File: src/rtl/axi4l_gpio_slv.sv
// AXI4-Lite slave with GPIO_IN (0x0, RO), reserved (0x4), GPIO_OUT (0x8, RW) and ID (0xC, RO).
// Optional macro GPIO_IN_SYNC_EN adds a 2-flop synchroniser on gpio_in.
module axi4l_gpio_slv #(
  parameter int          ADDR_W  = 4,
  parameter logic [31:0] OUT_RST = 32'h0000_0000,
  parameter logic [31:0] ID_VAL  = 32'h4750_494F
) (
  input  logic              clk,
  input  logic              rst,
  input  logic [ADDR_W-1:0] s_awaddr,
  input  logic              s_awvalid,
  output logic              s_awready,
  input  logic [31:0]       s_wdata,
  input  logic [3:0]        s_wstrb,
  input  logic              s_wvalid,
  output logic              s_wready,
  output logic [1:0]        s_bresp,
  output logic              s_bvalid,
  input  logic              s_bready,
  input  logic [ADDR_W-1:0] s_araddr,
  input  logic              s_arvalid,
  output logic              s_arready,
  output logic [31:0]       s_rdata,
  output logic [1:0]        s_rresp,
  output logic              s_rvalid,
  input  logic              s_rready,
  input  logic [31:0]       gpio_in,
  output logic [31:0]       gpio_out
);

  localparam logic [1:0] RESP_OKAY   = 2'b00;
  localparam logic [1:0] RESP_SLVERR = 2'b10;

  typedef enum logic [1:0] {REG_IN = 2'd0, REG_RSVD = 2'd1, REG_OUT = 2'd2, REG_ID = 2'd3} reg_sel_e;

  function automatic logic in_range(input logic [ADDR_W-1:0] a);
    return (a >> 4) == '0;
  endfunction

  logic              ready_en_q;
  logic              aw_got_q, aw_got_d, w_got_q, w_got_d;
  logic [ADDR_W-1:0] awaddr_q, awaddr_d;
  logic [31:0]       wdata_q, wdata_d;
  logic [3:0]        wstrb_q, wstrb_d;
  logic              bvalid_q, bvalid_d;
  logic [1:0]        bresp_q, bresp_d;
  logic              rvalid_q, rvalid_d;
  logic [31:0]       rdata_q, rdata_d;
  logic [1:0]        rresp_q, rresp_d;
  logic [31:0]       gpio_out_q, gpio_out_d;
  logic [31:0]       gpio_in_s;

`ifdef GPIO_IN_SYNC_EN
  logic [31:0] sync1_q, sync2_q;
  always_ff @(posedge clk or posedge rst) begin
    if (rst) begin
      sync1_q <= '0;
      sync2_q <= '0;
    end else begin
      sync1_q <= gpio_in;
      sync2_q <= sync1_q;
    end
  end
  assign gpio_in_s = sync2_q;
`else
  assign gpio_in_s = gpio_in;
`endif

  // Readies are held low in reset and until the first edge after release.
  assign s_awready = ready_en_q & ~aw_got_q & ~bvalid_q;
  assign s_wready  = ready_en_q & ~w_got_q & ~bvalid_q;
  assign s_arready = ready_en_q & ~rvalid_q;

  logic              aw_hs, w_hs, ar_hs, wr_fire;
  logic [ADDR_W-1:0] wr_addr;
  logic [31:0]       wr_data;
  logic [3:0]        wr_strb;

  assign aw_hs   = s_awvalid & s_awready;
  assign w_hs    = s_wvalid & s_wready;
  assign ar_hs   = s_arvalid & s_arready;
  assign wr_fire = (aw_got_q | aw_hs) & (w_got_q | w_hs);
  assign wr_addr = aw_got_q ? awaddr_q : s_awaddr;
  assign wr_data = w_got_q ? wdata_q : s_wdata;
  assign wr_strb = w_got_q ? wstrb_q : s_wstrb;

  // NOTE: every always_comb output gets its default first so no path leaves it unassigned (no latch).
  always_comb begin
    aw_got_d   = aw_got_q;
    w_got_d    = w_got_q;
    awaddr_d   = awaddr_q;
    wdata_d    = wdata_q;
    wstrb_d    = wstrb_q;
    bvalid_d   = bvalid_q;
    bresp_d    = bresp_q;
    gpio_out_d = gpio_out_q;
    if (aw_hs) begin
      aw_got_d = 1'b1;
      awaddr_d = s_awaddr;
    end
    if (w_hs) begin
      w_got_d = 1'b1;
      wdata_d = s_wdata;
      wstrb_d = s_wstrb;
    end
    if (wr_fire) begin
      aw_got_d = 1'b0;
      w_got_d  = 1'b0;
      bvalid_d = 1'b1;
      bresp_d  = in_range(wr_addr) ? RESP_OKAY : RESP_SLVERR;
      if (in_range(wr_addr) && reg_sel_e'(wr_addr[3:2]) == REG_OUT) begin
        for (int i = 0; i < 4; i++)
          if (wr_strb[i]) gpio_out_d[8*i +: 8] = wr_data[8*i +: 8];
      end
    end else if (bvalid_q && s_bready) begin
      bvalid_d = 1'b0;
    end
  end

  always_comb begin
    rvalid_d = rvalid_q;
    rdata_d  = rdata_q;
    rresp_d  = rresp_q;
    if (ar_hs) begin
      rvalid_d = 1'b1;
      rresp_d  = RESP_OKAY;
      rdata_d  = '0;
      if (!in_range(s_araddr)) begin
        rresp_d = RESP_SLVERR;
      end else begin
        unique case (reg_sel_e'(s_araddr[3:2]))
          REG_IN:   rdata_d = gpio_in_s;
          REG_RSVD: rdata_d = '0;
          REG_OUT:  rdata_d = gpio_out_q;
          REG_ID:   rdata_d = ID_VAL;
        endcase
      end
    end else if (rvalid_q && s_rready) begin
      rvalid_d = 1'b0;
    end
  end

  // NOTE: sequential state uses non-blocking assignments so every flop samples pre-edge values.
  always_ff @(posedge clk or posedge rst) begin
    if (rst) begin
      ready_en_q <= 1'b0;
      aw_got_q   <= 1'b0;
      w_got_q    <= 1'b0;
      awaddr_q   <= '0;
      wdata_q    <= '0;
      wstrb_q    <= '0;
      bvalid_q   <= 1'b0;
      bresp_q    <= RESP_OKAY;
      rvalid_q   <= 1'b0;
      rdata_q    <= '0;
      rresp_q    <= RESP_OKAY;
      gpio_out_q <= OUT_RST;
    end else begin
      ready_en_q <= 1'b1;
      aw_got_q   <= aw_got_d;
      w_got_q    <= w_got_d;
      awaddr_q   <= awaddr_d;
      wdata_q    <= wdata_d;
      wstrb_q    <= wstrb_d;
      bvalid_q   <= bvalid_d;
      bresp_q    <= bresp_d;
      rvalid_q   <= rvalid_d;
      rdata_q    <= rdata_d;
      rresp_q    <= rresp_d;
      gpio_out_q <= gpio_out_d;
    end
  end

  assign s_bvalid = bvalid_q;
  assign s_bresp  = bresp_q;
  assign s_rvalid = rvalid_q;
  assign s_rdata  = rdata_q;
  assign s_rresp  = rresp_q;
  assign gpio_out = gpio_out_q;

endmodule

File: config.mk
export PLATFORM = sky130hd
export DESIGN_NAME = axi4l_gpio_slv
export DESIGN_NICKNAME = d
export VERILOG_FILES = /design/src/rtl/axi4l_gpio_slv.sv
export SDC_FILE = /design/constraint.sdc
export NUM_CORES = 1
export LEC_CHECK = 0
export BUFFER_PORTS_ARGS = -buffer_cell sky130_fd_sc_hd__buf_2
export CAP_MARGIN = 20
export CORE_MARGIN = 1
export CORE_UTILIZATION = 51
export DETAILED_ROUTE_END_ITERATION = 16
export PLACE_DENSITY = 0.8
export SLEW_MARGIN = 20
export SYNTH_ARGS = -nofsm -noshare
export SYNTH_HDL_FRONTEND = slang
export SYNTH_SLANG_ARGS = --single-unit
File: constraint.sdc
create_clock -name clk -period 3.83 [get_ports clk]
set_input_delay 0.1915 -clock clk [delete_from_list [all_inputs] [get_ports clk]]
set_output_delay 0.1915 -clock clk [all_outputs]
set_load 0.01 [all_outputs]
==> results of run 1 <==
cells by family (layout without fill, tap and decap cells):
kind of cell    count (synthesis)  in the layout  synth area share
compound gates                115            115            0.1408
buf+inv                        43            173           0.04409
flops                         107            107            0.5518
mux                            92             92            0.2006
other cells                     2              5          0.001548
simple gates                   62             62           0.06112
power groups by stage:
stage                     Combinational, µW  Sequential (µW)  Clock, µW
final                                  1460             2010        611
after CTS                              1470             2000        630
after detailed placement               1470             2020          0
after global placement                 1420             2000          0
after floorplan                         937             1990          0
after global routing                   1610             2070        675
worst max-delay path by stage:
stage                        from      endpoint  slack (ns)  cells past startpoint
after floorplan               rst      aw_got_q        0.82                      1
final                     w_got_q   gpio_out[2]        1.51                      5
after global routing      w_got_q   gpio_out[9]        1.35                      5
after CTS                 w_got_q  gpio_out[29]        1.52                      5
after detailed placement  w_got_q  gpio_out[18]        1.55                      5
after global placement    w_got_q  gpio_out[24]        1.68                      5
metrics by stage:
stage | total power (µW) | hold WS [ns]
2_1_floorplan | 2924 | 0.2879
3_3_place_gp | 3416 | 0.3795
3_5_place_dp | 3493 | 0.3729
4_1_cts | 4105 | 0.008659
5_1_grt | 4358 | 0.03941
6_report | 4081 | 0.002328
flip-flops by register name, summed over array words and instances (netlist names):
register / flops
gpio_out: 32
s_rdata: 32
wdata_q: 32
wstrb_q: 4
awaddr_q: 2
aw_got_q: 1
ready_en_q: 1
s_bvalid: 1
s_rvalid: 1
w_got_q: 1
synth_stat cells:
master    instances  area share
a21oi_1          34       0.035
a222oi_1          1      0.0021
a31oi_1          32       0.041
and3_1            2      0.0026
buf_1             1     0.00077
buf_2             9      0.0093
buf_4             5      0.0077
buf_6             3      0.0070
clkbuf_1         20       0.015
conb_1            2      0.0015
dfrtp_1         107        0.55
inv_1             5      0.0039
mux2_2           42       0.097
mux2i_1          50        0.10
nand2_1          37       0.029
nand2b_1          1      0.0013
nand3b_1          3      0.0046
nor2_1            2      0.0015
nor2b_1          16       0.021
o21ai_0          16       0.017
o22ai_1          14       0.018
o31ai_1          18       0.028
or3b_1            1      0.0018
layer usage:
layer / wire length [µm] / share of wire / vias up
met2: 5155 / 0.46 / 121
met1: 5106 / 0.46 / 1767
met5: 0 / 0 / -
met4: 209 / 0.019 / 0
li1: - / - / 1768
met3: 639 / 0.058 / 17
final cells by class:
cell class	count	share of cell area
inverters	5	0.003676
well taps	129	0.02790
clock inverters	5	0.006488
flip-flops and latches	107	0.4630
clock buffers	11	0.02271
repair buffers	152	0.1341
multi-input cells	274	0.3421
what timing repair did:
item	CTS	global route
hold endpoints to repair	1	0
gates resized for setup	0	0
hold buffers	1	0
==> impl_results.md, run 1 <==
* Outcome: finished clean
* CTS buffer count at 9
* Clk_skew at 0.01386 ns
* Root buffer cell: clkbuf_8
* Peak VDD IR at 0.0003253 V
* HP Class: in2async
* Crit Path Category: reg2reg
* Global-route track usage on met2 at 0.3616
* Post-Route WL at 11.11 mm
* Starting Density at 0.5251
* Ratio of cells with drive above 1 in the final layout at 0.3791
* Crit end category: register
* GRT Residual Overflow at 0
* ANT cells at 0
* Global-route wire length before repair at 17.70 mm
* DP HPWL at 8.089 mm
* Post-route minimum period at 2.320 ns
* Most common library cell in the layout ignoring fill and taps: buf_2
* Unrepaired setup endpoints after global routing: false
* Layer with the highest usage: met2
* Fin cells at 683
* Vias at 3673
* Port bufs at 147
* CTS tree: yes
* Crit share post-route at 0.6058
* WP buf/inv at 2
* PwrDens at 705.4 nW/µm²
* Die Height at 99.54 µm
* R2R cell count at 5
* Worst setup SP type: register
* Total GRT Usage at 0.2298
* Final setup fails at 0
* Die width at 99.54 µm
* Placed insts at 666
* Met1 Track Usage GR at 0.3234
* DR iter-0 viols at 116
* Max stage delay cell, worst path: dfrtp_2
* Fmax at 431.0 MHz
* Clock sink total at 107
* Deepest clock path buffer count at 2
* Filler cells at 778
* Multi-input gate area at 1979 µm²
* Post-route DRC at 0
* Final Hold Viols at 0
* Top delay family on crit path: buffers and inverters
* Core area at 9240 µm²
* Initial antenna violation count at 0
* ANT nets after route at 0
* Worst R2R End: gpio_out[2]
* Postcts setup bufs at 0
* Setup TNS at 0 ns
* Clock group share of total power at 0.150
* # rows at 35
* Required @ worst endpoint at 4.11 ns
* Sw frac at 0.3733
* Wire per inst at 16.27 µm
* CP max stage delay at 0.75 ns
* Placed cell areas at 5602 µm²
* Critical Path AT at 2.60 ns
* Vias in the first global route at 3548
* CP cell instances: inv_1 > a222oi_1 > buf_4 > a21oi_1 > a31oi_1
* FF-to-FF setup slack at 1.51 ns
* Global placement routability congestion at 0.7818
* Worst Path Max Fanout at 64
* Clock slew at reported path FFs at 0.10 ns
* Worst skew pair latency at 0.36 ns
* # IOs at 156
* Total net switching power at 1524 µW
* Max_cap viols at 0
* Ys Warns at 0
* DR vias/cell at 5.378
* P&R area growth vs syn at 19.24%
* Reg2reg start: w_got_q
* Synthesis-stage register bit count at 107
* Sequential Area at 2679 µm²
* Tightest Pin Transition at 0.8894 ns
* Power Internal at 2557 µW
* Cell area after layout at 5786 µm²
* DP Worst Slack at 1.549 ns
* Synthesized area at 4852 µm²
* Largest net degree at the start of global routing at 73
* Fin worst setup slack at 1.510 ns
* Final design utilization at 0.6261
* Reg power frac at 0.493
* Rel. slew slack at 0.4071
* Synth unique cells at 23
* Full die area at 9908 µm²
* Pleak at 0.002746 µW
* DRT Pass-1 Iters at 4
* Synth Area per Inst at 11.53 µm²
* Max-slew violation count at 0
* H-tree depth at 3
* Most frequent cells in the layout: buf_2 (147), dfrtp_1 (106), mux2i_1 (50), mux2_2 (42), nand2_1 (36)
* Comb pwr share at 0.358
* Nets@finish at 632
* Met3 Usage GRT at 0.03865
* Cell count after synthesis at 421
* Post-synthesis sequential area ratio at 0.5518
No activity file was read; power rests on OpenSTA's default activity.
==> run 2: changes to the inputs <==
- CORE_UTILIZATION: 51 -> 46
- PLACE_DENSITY: 0.8 -> 0.76
- clock period: 3.83 -> 1.9 ns (I/O delays scaled with it)
==> run 2 against run 1 <==
  * Global-route usage down 0.53 points
  * Clock-buffer cell count shrank 1
  * First-iteration DRC count increased by 86%
  * Worst hold slack gained 0.052 ns
==> impl_results.md, run 2 (same netlist as run 1, synthesis figures left out) <==
* Die Height at 104.7 µm (+5.2%)
* P&R area growth vs syn at 31.92%
* PwrDens at 1337 nW/µm² (+90%)
* Global-route track usage on met2 at 0.3675 (+0.005904)
* Wire per inst at 16.18 µm (-0.51%)
* DP Worst Slack at 0.01737 ns (-1.531 ns)
* Levels on crit path at 9 (+4)
* Most common library cell in the layout ignoring fill and taps: buf_2
* ANT nets after route at 0 (unchanged)
* Final Hold Viols at 0 (unchanged)
* CP cell instances: dlygate4sd3_1 > buf_2 > or3b_1 > a222oi_1 > buf_4 > buf_6 > buf_4 > a21oi_1 > a31oi_1
* WP buf/inv at 5 (+3)
* Required @ worst endpoint at 2.19 ns (-1.92 ns)
* Top delay family on crit path: buffers and inverters
* Core area at 10280 µm² (+11%)
* Met3 Usage GRT at 0.03182 (-0.006835)
* Global-route wire length before repair at 19.31 mm (+9.1%)
* Die width at 104.7 µm (+5.2%)
* Met1 Track Usage GR at 0.3007 (-0.02261)
* HP Class: in2reg
* Peak VDD IR at 0.0006952 V (+110%)
* Post-Route WL at 12.03 mm (+8.2%)
* Worst skew pair latency at 0.37 ns (about the same)
* Sequential Area at 2679 µm² (unchanged)
* Max_cap viols at 0 (unchanged)
* CTS tree: yes
* Root buffer cell: clkbuf_8
* CTS buffer count at 9 (unchanged)
* Final setup fails at 0 (unchanged)
* Filler cells at 850 (+9.3%)
* Hold_ws at 0.05424 ns (+0.05191 ns)
* Worst setup SP type: primary input
* Crit Path Category: in2reg
* Worst Path Max Fanout at 8 (-88%)
* Tightest Pin Transition at 0.6110 ns (-0.2785 ns)
* HP Start: gpio_in[23]
* R2R cell count at 7 (+2)
* Clock sink total at 107 (unchanged)
* Vias in the first global route at 3853 (+8.6%)
* Outcome: finished clean
* Critical path startpoint: s_awaddr[2]
* DR iter-0 viols at 216 (+86%)
* H-tree depth at 3 (unchanged)
* Post-route minimum period at 1.885 ns
* Fin worst setup slack at 0.01482 ns (-1.495 ns)
* Initial antenna violation count at 0 (unchanged)
* # rows at 37 (+5.7%)
* Global placement routability congestion at 0.8738 (+12%)
* Post-route DRC at 0 (unchanged)
* DP HPWL at 8.613 mm (+6.5%)
* FF-to-FF setup slack at 0.03 ns (-1.48 ns)
* Rel. slew slack at 0.5918 (+0.1848)
* Crit-path most repeated cell: buf_4
* Vias at 3918 (+6.7%)
* Final design utilization at 0.6228 (-0.003295)
* DRT Pass-1 Iters at 5 (+1)
* Port bufs at 147 (unchanged)
* ANT cells at 0 (unchanged)
* Deepest clock path buffer count at 2 (unchanged)
* Most frequent cells in the layout: buf_2 (147), dfrtp_1 (106), mux2i_1 (50), mux2_2 (42), dlygate4sd3_1 (41)
* Hold Path End: s_rdata[23]
* DR vias/cell at 5.273 (-1.9%)
* Pleak at 0.003004 µW (+9.4%)
* Crit share post-route at 0.9922
* Ratio of cells with drive above 1 in the final layout at 0.3707 (-0.008386)
* Crit end category: register
* Fmax at 530.5 MHz
* Starting Density at 0.4721 (-0.05300)
* Max-slew violation count at 0 (unchanged)
* Layer with the highest usage: met2
* CP max stage delay at 0.55 ns (-0.20 ns)
* Largest net degree at the start of global routing at 51 (-30%)
* Multi-input gate area at 1974 µm² (-0.25%)
* Hold Path Depth at 3
* Worst R2R End: gpio_out[23]
* GRT Residual Overflow at 0 (unchanged)
* Full die area at 10960 µm² (+11%)
* Max stage delay cell, worst path: dlygate4sd3_1
* Total GRT Usage at 0.2245 (-0.005259)
* Clk_skew at 0.01158 ns (-0.002283 ns)
* Critical Path AT at 2.17 ns (-0.43 ns)
* # IOs at 156 (unchanged)
* Clock slew at reported path FFs at 0.10 ns (about the same)
* Reg2reg start: aw_got_q
* Nets@finish at 685 (+8.4%)
-- run 2: worst register-to-register path, delay by kind of cell, from the launching register on --
family / cells / cell delay [ns]
flip-flops: 1 / 0.41
AO/OA/AOI/OAI: 3 / 0.53
AND/OR/NAND/NOR: 1 / 0.35
buffers and inverters: 3 / 0.50
-- run 2: layer usage --
layer	vias up	wire, µm
li1	1881	-
met1	1894	5397
met2	122	5796
met3	21	556
met4	0	274
met5	-	0
-- run 2: worst max path at each step --
| stage | to | slack [ns] |
|---|---|---|
| finish | gpio_out[23] | 0.01 |
| CTS | gpio_out[17] | 0.02 |
| global placement | gpio_out[21] | 0.08 |
| floorplan | gpio_out[24] | 0.27 |
| global route | gpio_out[23] | -0.008 |
| detailed placement | gpio_out[17] | 0.02 |
-- run 2: per-stage QoR --
stage	cells	power [µW]	area [µm²]	TNS (ns)
final	743	8560	6401	0
after global routing	743	9083	6401	-0.01301
after CTS	741	8542	6379	0
after detailed placement	683	7164	5774	0
after global placement	683	7011	5774	0
after floorplan	424	5895	4867	0
-- run 2: cell type report --
type,instances,share of cell area
repair buffers,205,0.2138
clock buffers,10,0.02150
well taps,136,0.02658
flip-flops and latches,107,0.4185
inverters,5,0.003518
clock inverters,6,0.007623
multi-input cells,274,0.3084
-- run 2: timing repair --
action | 4_1_cts | 5_1_grt
hold buffers | 41 | 0
endpoints found under the setup margin | 1 | 3
endpoints found under the hold margin | 63 | 0
gates cloned | 0 | 0
setup buffers | 1 | 2
gates resized for setup | 0 | 2
pin swaps | 0 | 1
-- run 2: power by group --
part / switching (µW) / internal (µW)
clock network: 796 / 524
registers: 750 / 3230
logic: 1650 / 1600
==> run 3: changes to the inputs <==
- PLACE_DENSITY: 0.76 -> 0.82
==> run 3 against run 2 <==
  * Via count rose by 6.2%
  * Wire length rose by 8.8%
  * Critical endpoint is now gpio_out[27]
  * Clock skew fell by 0.0020 ns
  * The flow now finishes with violations (setup timing)
  * Die area did not move
==> impl_results.md, run 3 (same netlist as run 1, synthesis figures left out) <==
* Final setup fails at 32 (+32)
* Post-Route WL at 13.08 mm (+8.8%)
* Comb pwr share at 0.389 (+0.008)
* P&R area growth vs syn at 33.86%
* DRT Pass-1 Iters at 5 (unchanged)
* Sw frac at 0.3813 (+0.007317)
* Worst Path Max Fanout at 6 (-2)
* Max_cap viols at 0 (unchanged)
* Most frequent cells in the layout: buf_2 (147), dfrtp_1 (106), mux2i_1 (50), mux2_2 (42), dlygate4sd3_1 (41)
* Clock sink total at 107 (unchanged)
* Deepest clock path buffer count at 2 (unchanged)
* Worst skew pair latency at 0.37 ns (about the same)
* # IOs at 156 (unchanged)
* Hold_ws at 0.05538 ns (+0.001138 ns)
* Max-slew violation count at 0 (unchanged)
* ANT nets after route at 0 (unchanged)
* ANT cells at 0 (unchanged)
* DR vias/cell at 5.564 (+5.5%)
* CTS buffer count at 9 (unchanged)
* # rows at 37 (unchanged)
* Reg power frac at 0.457 (-0.008)
* Rel. slew slack at 0.5691 (-0.02276)
* Critical Path AT at 2.36 ns (+0.19 ns)
* Wire per inst at 17.49 µm (+8.1%)
* Ratio of cells with drive above 1 in the final layout at 0.3889 (+0.01821)
* Total GRT Usage at 0.2348 (+0.01030)
* PwrDens at 1355 nW/µm² (+1.3%)
* Full die area at 10960 µm² (unchanged)
* Hold Path Depth at 3 (unchanged)
* Port bufs at 147 (unchanged)
* Final Hold Viols at 0 (unchanged)
* Sequential Area at 2679 µm² (unchanged)
* Placed cell areas at 5754 µm² (-0.35%)
* Pleak at 0.003046 µW (+1.4%)
* Fin worst setup slack at -0.1816 ns (-0.1964 ns)
* DP Worst Slack at 0.03073 ns (+0.01335 ns)
* GRT Residual Overflow at 0 (unchanged)
* Post-route minimum period at 2.082 ns (+0.1964 ns)
* Outcome: finished, violations left
* Required @ worst endpoint at 2.18 ns (about the same)
* Crit Path Category: in2reg
* Starting Density at 0.4721 (unchanged)
* Most common library cell in the layout ignoring fill and taps: buf_2
* Crit share post-route at 1.096 (+0.1034)
* Multi-input gate area at 2004 µm² (+1.5%)
* Global placement routability congestion at 0.8783 (+0.51%)
* Tot Pwr at 8802 µW (+2.8%)
* Largest net degree at the start of global routing at 52 (+2.0%)
* Final design utilization at 0.6320 (+0.009131)
* Failing checks: setup timing
* H-tree depth at 3 (unchanged)
* Power Internal at 5446 µW (+1.6%)
* Worst setup SP type: primary input
* Die width at 104.7 µm (unchanged)
* Unrepaired setup endpoints after global routing: true
* Post-route DRC at 0 (unchanged)
* HP Class: in2reg
* FF-to-FF setup slack at -0.17 ns (-0.20 ns)
* Core area at 10280 µm² (unchanged)
* CTS tree: yes
* Peak VDD IR at 0.0006044 V (-13%)
* R2R cell count at 6 (-1)
* Clock group share of total power at 0.154 (about the same)
* Crit end category: register
* Clock slew at reported path FFs at 0.10 ns (about the same)
* Vias at 4162 (+6.2%)
* Clk_skew at 0.009535 ns (-0.002047 ns)
* Root buffer cell: clkbuf_8
* Filler cells at 808 (-4.9%)
* Nets@finish at 690 (+0.73%)
* Global-route wire length before repair at 20.02 mm (+3.7%)
* Total net switching power at 3356 µW (+4.8%)
* Tightest Pin Transition at 0.6450 ns (+0.03406 ns)
* Fmax at 480.4 MHz (-9.4%)
* DR iter-0 viols at 255 (+18%)
* Cell area after layout at 6495 µm² (+1.5%)
* Die Height at 104.7 µm (unchanged)
* Vias in the first global route at 4045 (+5.0%)
* DP HPWL at 9.018 mm (+4.7%)
* Initial antenna violation count at 0 (unchanged)
-- run 3: changes by cell type in the layout (fill, tap and decap cells not counted) --
cell / before / now
a21oi_2: 0 / 8
inv_6: 2 / 1
clkbuf_16: 0 / 1
buf_4: 8 / 12
inv_8: 0 / 1
clkbuf_8: 10 / 11
clkinvlp_4: 4 / 3
a21oi_1: 34 / 26
-- run 3: layout make-up --
cell class	count	area share
timing repair buffer	210	0.2192
tap	136	0.02620
clock inverter	5	0.006742
multi-input combinational	274	0.3086
clock buffer	11	0.02331
sequential	107	0.4124
inverter	5	0.003468
-- run 3: path summary, 6_finish.rpt --
kind                        startpoint           end
min in group asynchronous          rst  gpio_out[17]
max                        s_awaddr[2]  gpio_out[27]
min                        gpio_in[19]   s_rdata[19]
min reg2reg                s_rdata[19]   s_rdata[19]
max in group asynchronous          rst    wdata_q[8]
max reg2reg                   aw_got_q  gpio_out[27]
-- run 3: power groups by stage --
stage | Clock (µW) | Sequential, µW | Combinational [µW]
5_1_grt | 1460 | 4130 | 3710
3_5_place_dp | 0 | 4020 | 3190
2_1_floorplan | 0 | 4010 | 1890
4_1_cts | 1380 | 3980 | 3270
3_3_place_gp | 0 | 3940 | 3040
6_report | 1360 | 4030 | 3420
-- run 3: repair_timing --
item / CTS / global route
hold buffers: 41 / 0
resized for setup: 0 / 10
setup buffers: 0 / 6
endpoints found under the setup margin: 0 / 24
hold endpoints to repair: 65 / 0
-- run 3: metal layers --
layer / share of wire / vias to the layer above / GRT usage / wire length, µm
met3: 0.053 / 39 / 0.02870 / 688
li1: - / 1890 / - / -
met2: 0.50 / 191 / 0.3865 / 6519
met5: 0 / - / 0 / 0
met4: 0.039 / 0 / 0.1298 / 505
met1: 0.41 / 2042 / 0.3024 / 5368
-- run 3: through the flow --
| step | TNS (ns) | cells |
|---|---|---|
| CTS | 0 | 739 |
| global placement | 0 | 682 |
| global route | -6.531 | 748 |
| detailed placement | 0 | 682 |
| floorplan | 0 | 424 |
| finish | -4.256 | 748 |
-- run 3: critical path, stage by stage --
cell and delay (ns):
dlygate4sd3_1 0.56, buf_2 0.14, or3b_1 0.38, a222oi_1 0.47, buf_4 0.29, buf_4 0.14
a21oi_1 0.07, a31oi_1 0.21
